[src/rtl/hack_cpu_mc.sv]
// hack_cpu_mc: multi-cycle Hack CPU with handshaked imem/dmem ports, halt control and a retired-instruction counter
module hack_cpu_mc #(
  parameter int W = 16,
  parameter int AW = 15,
  parameter int CW = 32
) (
  input  logic          CLK,
  input  logic          reset,
  input  logic          halt,
  output logic          imem_req,
  output logic [AW-1:0] imem_addr,
  input  logic          imem_ready,
  input  logic [15:0]   imem_rdata,
  output logic          dmem_re,
  output logic          dmem_we,
  output logic [AW-1:0] dmem_addr,
  output logic [W-1:0]  dmem_wdata,
  input  logic          dmem_ready,
  input  logic [W-1:0]  dmem_rdata,
  output logic [AW-1:0] pc,
  output logic          halted,
  output logic [CW-1:0] instret
);
  typedef enum logic [2:0] {FETCH, LOAD, EXEC, STORE, HALT} cpuState;
  cpuState state, stateNext;
  logic [W-1:0] regA, regD, md, x0, x1, y0, y1, sum, aluOut;
  logic [AW-1:0] pcReg, pcNext;
  logic [15:0] ir;
  logic [CW-1:0] retCount;
  logic isC, toMem, jump, retire;
  assign isC = ir[15];
  assign toMem = isC & ir[3];
  always_comb begin
    x0 = ir[11] ? '0 : regD;
    x1 = ir[10] ? ~x0 : x0;
    y0 = ir[9] ? '0 : (ir[12] ? md : regA);
    y1 = ir[8] ? ~y0 : y0;
    sum = ir[7] ? x1 + y1 : x1 & y1;
    aluOut = ir[6] ? ~sum : sum;
    jump = isC && ((ir[2] && aluOut[W-1]) || (ir[1] && aluOut == '0) || (ir[0] && !aluOut[W-1] && aluOut != '0));
    pcNext = jump ? regA[AW-1:0] : pcReg + AW'(1);
  end
  always_ff @(posedge CLK) state <= reset ? FETCH : stateNext;
  always_comb begin
    stateNext = state;
    case (state)
      FETCH: if (imem_ready) stateNext = (imem_rdata[15] && imem_rdata[12]) ? LOAD : EXEC;
      LOAD: if (dmem_ready) stateNext = EXEC;
      EXEC: stateNext = toMem ? STORE : (halt ? HALT : FETCH);
      STORE: if (dmem_ready) stateNext = halt ? HALT : FETCH;
      HALT: if (!halt) stateNext = FETCH;
      default: stateNext = FETCH;
    endcase
  end
  always_comb begin
    imem_req = !reset && state == FETCH;
    dmem_re = !reset && state == LOAD;
    dmem_we = !reset && state == STORE;
    halted = !reset && state == HALT;
    retire = !reset && ((state == EXEC && !toMem) || (state == STORE && dmem_ready));
  end
  assign imem_addr = pcReg;
  assign dmem_addr = regA[AW-1:0];
  assign dmem_wdata = aluOut;
  assign pc = pcReg;
  assign instret = retCount;
  always_ff @(posedge CLK) begin
    if (reset) begin
      regA <= '0;
      regD <= '0;
      md <= '0;
      ir <= '0;
      pcReg <= '0;
      retCount <= '0;
    end else begin
      if (imem_req && imem_ready) ir <= imem_rdata;
      if (dmem_re && dmem_ready) md <= dmem_rdata;
      if (retire) begin
        if (!isC) regA <= W'(ir[14:0]);
        else if (ir[5]) regA <= aluOut;
        if (isC && ir[4]) regD <= aluOut;
        pcReg <= pcNext;
        retCount <= retCount + CW'(1);
      end
    end
  end
endmodule

[config.mk]
export PLATFORM = sky130hd
export DESIGN_NAME = hack_cpu_mc
export DESIGN_NICKNAME = d
export VERILOG_FILES = /design/src/rtl/hack_cpu_mc.sv
export SDC_FILE = /design/constraint.sdc
export NUM_CORES = 1
export LEC_CHECK = 0
export CORE_MARGIN = 3
export CORE_UTILIZATION = 58
export DETAILED_ROUTE_END_ITERATION = 8
export PLACE_DENSITY = 0.95
export SETUP_SLACK_MARGIN = 0.4
export SYNTH_ARGS = -nofsm -noshare
export SYNTH_HDL_FRONTEND = slang
export SYNTH_SLANG_ARGS = --single-unit
export TNS_END_PERCENT = 30
[constraint.sdc]
create_clock -name CLK -period 11.15 [get_ports CLK]
set_input_delay 1.115 -clock CLK [delete_from_list [all_inputs] [get_ports CLK]]
set_output_delay 1.115 -clock CLK [all_outputs]
set_load 0.02 [all_outputs]
==> flow_summary.json <==
{
  "status": "finished, final reports clean",
  "grt_pass1_wl_um": 36100,
  "place_congestion": 0.997,
  "htreeDepth": 4,
  "p_sw_share_pct": 32.8,
  "r2r-start": "ir[12]",
  "wire_per_inst_um": 19.0,
  "fmax_mhz": 166,
  "dp_hpwl_um": 16100,
  "relSlewSlack_pct": 29.0,
  "initialDrtViolationCount": 818,
  "p_seq_share_pct": 34.6,
  "stdcell_count": 1218,
  "antenna_left": 0,
  "postCtsHoldBufs": 0,
  "cp_max_fo": 18,
  "antenna_found_initial": 0,
  "finalCritPeriodShare_pct": 54.0,
  "endpoint_kind": "primary output",
  "rsz0062_at_grt": "false",
  "final.fill_count": 884,
  "arrival_ns": 4.90,
  "crit_path_start_kind": "flip-flop",
  "p_int_mw": 0.891,
  "antenna_cells": 0,
  "die_y_um": 118,
  "finalHoldViolCount": 0,
  "dp.cells": 1187,
  "dpl_worst_slack_ns": 5.70,
  "critPathLaunch": "ir[12]",
  "fin_skew_ns": 0.00906,
  "worstSetupPathType": "reg -> out",
  "maxCapViolCount": 0,
  "final_nets": 1094,
  "rows": 40,
  "clkPwrFrac_pct": 40.3,
  "start_util_pct": 60.1,
  "setup_violations": 0,
  "drive_gt1_share_pct": 5.05,
  "synth_warnings": 0,
  "required_ns": 10.04,
  "syn-num-nets": 1024,
  "ys.flop_type": "dfxtp_1",
  "netlist_instances": 968,
  "grt_pass1_vias": 6888,
  "vias_per_cell": 6.12,
  "root_buffer": "clkbuf_16",
  "die_w_um": 118,
  "netlist_area_sq_um": 7310,
  "hold_path.startpoint": "regD[12]",
  "worst_skew_pair.late_latency_ns": 0.43,
  "drc": 0,
  "period_minus_slack_ns": 6.02,
  "synth_edf_count": 0,
  "ir_drop_mv": 0.144,
  "num_vias": 7453,
  "cts_setup_buffers": 0,
  "grt_overflow_total": 0,
  "cts_tree": "done",
  "cts_buffers": 17,
  "hp-class": "reg -> reg",
  "synth_seq_cells": 114,
  "grt_use_total_pct": 32.1,
  "drt-total-wl_um": 23200,
  "async_reset_ff_share_pct": 0,
  "pwr_density_cell_nw_per_um2": 147,
  "synth.distinct_cells": 67,
  "comb_power_share_pct": 25.1,
  "dieArea_sq_um": 14000,
  "setup_tns_ns": 0,
  "worst_slack_ns": 5.13,
  "max_slew.worst_pin.slew_ns": 1.06,
  "dr.pass1.iters": 8,
  "io_pins": 134,
  "syn2layout_area_growth_pct": 23.2,
  "seq_area_frac_synth_pct": 31.2,
  "utilization_pct": 74.1,
  "grt_max_degree": 89,
  "core_sq_um": 12200,
  "cts_resized": 0,
  "power.switching_mw": 0.435,
  "numPortBuffers": 133,
  "path_clk_slew_ns": 0.06,
  "report.final.slew_viol_count": 0,
  "syn_avg_cell_area_sq_um": 7.55,
  "clockBufferDepth": 2,
  "p_leak_nw": 3.38,
  "clock_sinks": 114
}
critical path, stage by stage, from the launching register on:
cell             delay, ns
dfxtp_1               0.99
mux2i_1               0.29
nor2_1                0.08
xor2_1                0.18
ha_1                  0.30
fa_1                  0.43
a21oi_1               0.32
o211a_2               0.33
a211oi_1              0.14
nor4_1                0.44
nor4_1                0.12
nor2_1                0.21
clkdlybuf4s50_1       0.64
final timing paths:
check | end | slack (ns) | cells after the start
hold / removal | regD[12] | 0.46 | 2
setup / recovery | dmem_wdata[12] | 5.13 | 12
hold reg to reg | regD[12] | 0.46 | 2
setup reg to reg | imem_addr[8] | 5.74 | 16
synthesized netlist by cell type, types with 14 or more instances:
| master | number | share of area [%] |
|---|---|---|
| a211oi_1 | 16 | 1.6 |
| a21oi_1 | 48 | 3.3 |
| a31oi_1 | 14 | 1.2 |
| and3_1 | 21 | 1.8 |
| buf_4 | 30 | 3.1 |
| clkbuf_1 | 45 | 2.3 |
| dfxtp_1 | 114 | 31 |
| ha_1 | 18 | 3.1 |
| inv_1 | 18 | 0.92 |
| mux2i_1 | 34 | 4.7 |
| nand2_1 | 157 | 8.1 |
| nand2b_1 | 25 | 2.1 |
| nand3_1 | 67 | 4.6 |
| nor2_1 | 98 | 5.0 |
| nor3_1 | 22 | 1.5 |
| o21ai_0 | 23 | 1.6 |
| xnor2_1 | 37 | 4.4 |
| xor2_1 | 33 | 4.0 |
flip-flops by register name, indices dropped and copies added (netlist names):
register   flops
imem_addr     15
regA          16
regD          16
instret       32
ir            16
md            16
state          3
final cells by class:
cell class	count	area, sq um	share of cell area [%]
clock inverter	11	131	1.46
inverter	20	75.1	0.834
timing repair buffer	141	1390	15.4
sequential	114	2280	25.3
multi-input combinational	744	4470	49.7
clock buffer	20	447	4.96
tap	168	210	2.33
layout by cell type, fill, tap and decap left out, types with 4 or more instances in the layout:
| cell type | count |
|---|---|
| clkbuf_16 | 17 |
| nand2_1 | 157 |
| a31oi_1 | 14 |
| and2_1 | 5 |
| xnor2_1 | 37 |
| and4_1 | 4 |
| o31ai_1 | 5 |
| nand3_1 | 67 |
| nand3b_1 | 4 |
| a21oi_1 | 48 |
| inv_1 | 18 |
| o211ai_1 | 4 |
| nor2_1 | 98 |
| a311oi_1 | 4 |
| nor2b_1 | 5 |
| o211a_1 | 6 |
| clkdlybuf4s50_1 | 132 |
| and3_1 | 21 |
| nand2b_1 | 25 |
| ha_1 | 18 |
| buf_4 | 8 |
| o21ai_1 | 4 |
| o2111ai_1 | 4 |
| dfxtp_1 | 114 |
| nor4_1 | 11 |
| o21ai_0 | 23 |
| nand4_1 | 10 |
| nor3_1 | 21 |
| or3_1 | 13 |
| mux2i_1 | 34 |
| a21o_1 | 10 |
| a211oi_1 | 16 |
| xor2_1 | 33 |
layer usage:
metal,up-vias,GRT usage (%),part of all wire [%]
met5,-,0,0
met2,396,50.0,46
met4,0,14.5,3.5
met3,63,10.0,10
met1,3504,40.6,40
li1,3490,-,-
power by group through the flow:
| stage | clock, mW | combinational (mW) | sequential, mW |
|---|---|---|---|
| floorplan | 0 | 0.230 | 0.446 |
| global placement | 0 | 0.319 | 0.464 |
| detailed placement | 0 | 0.322 | 0.465 |
| CTS | 0.535 | 0.325 | 0.457 |
| global route | 0.555 | 0.353 | 0.460 |
| finish | 0.535 | 0.333 | 0.458 |
stage by stage:
step | total power [mW] | cell area, sq um | hold slack, ns
6_report | 1.33 | 9010 | 0.456
3_5_place_dp | 0.787 | 8430 | 0.446
3_3_place_gp | 0.783 | 8430 | 0.442
2_1_floorplan | 0.677 | 7310 | 0.433
4_1_cts | 1.32 | 9010 | 0.456
5_1_grt | 1.37 | 9010 | 0.480
logic make-up (layout without fill, tap and decap cells):
| group | Yosys count | in the layout | share of synthesized area, % |
|---|---|---|---|
| mux | 34 | 34 | 4.66 |
| fa+ha+maj | 19 | 19 | 3.35 |
| compound gates | 168 | 168 | 15.7 |
| flops | 114 | 114 | 31.2 |
| buf+inv | 110 | 192 | 7.65 |
| simple gates | 453 | 453 | 29.0 |
| xor+xnor | 70 | 70 | 8.39 |
(Power assumes the default switching activity.)
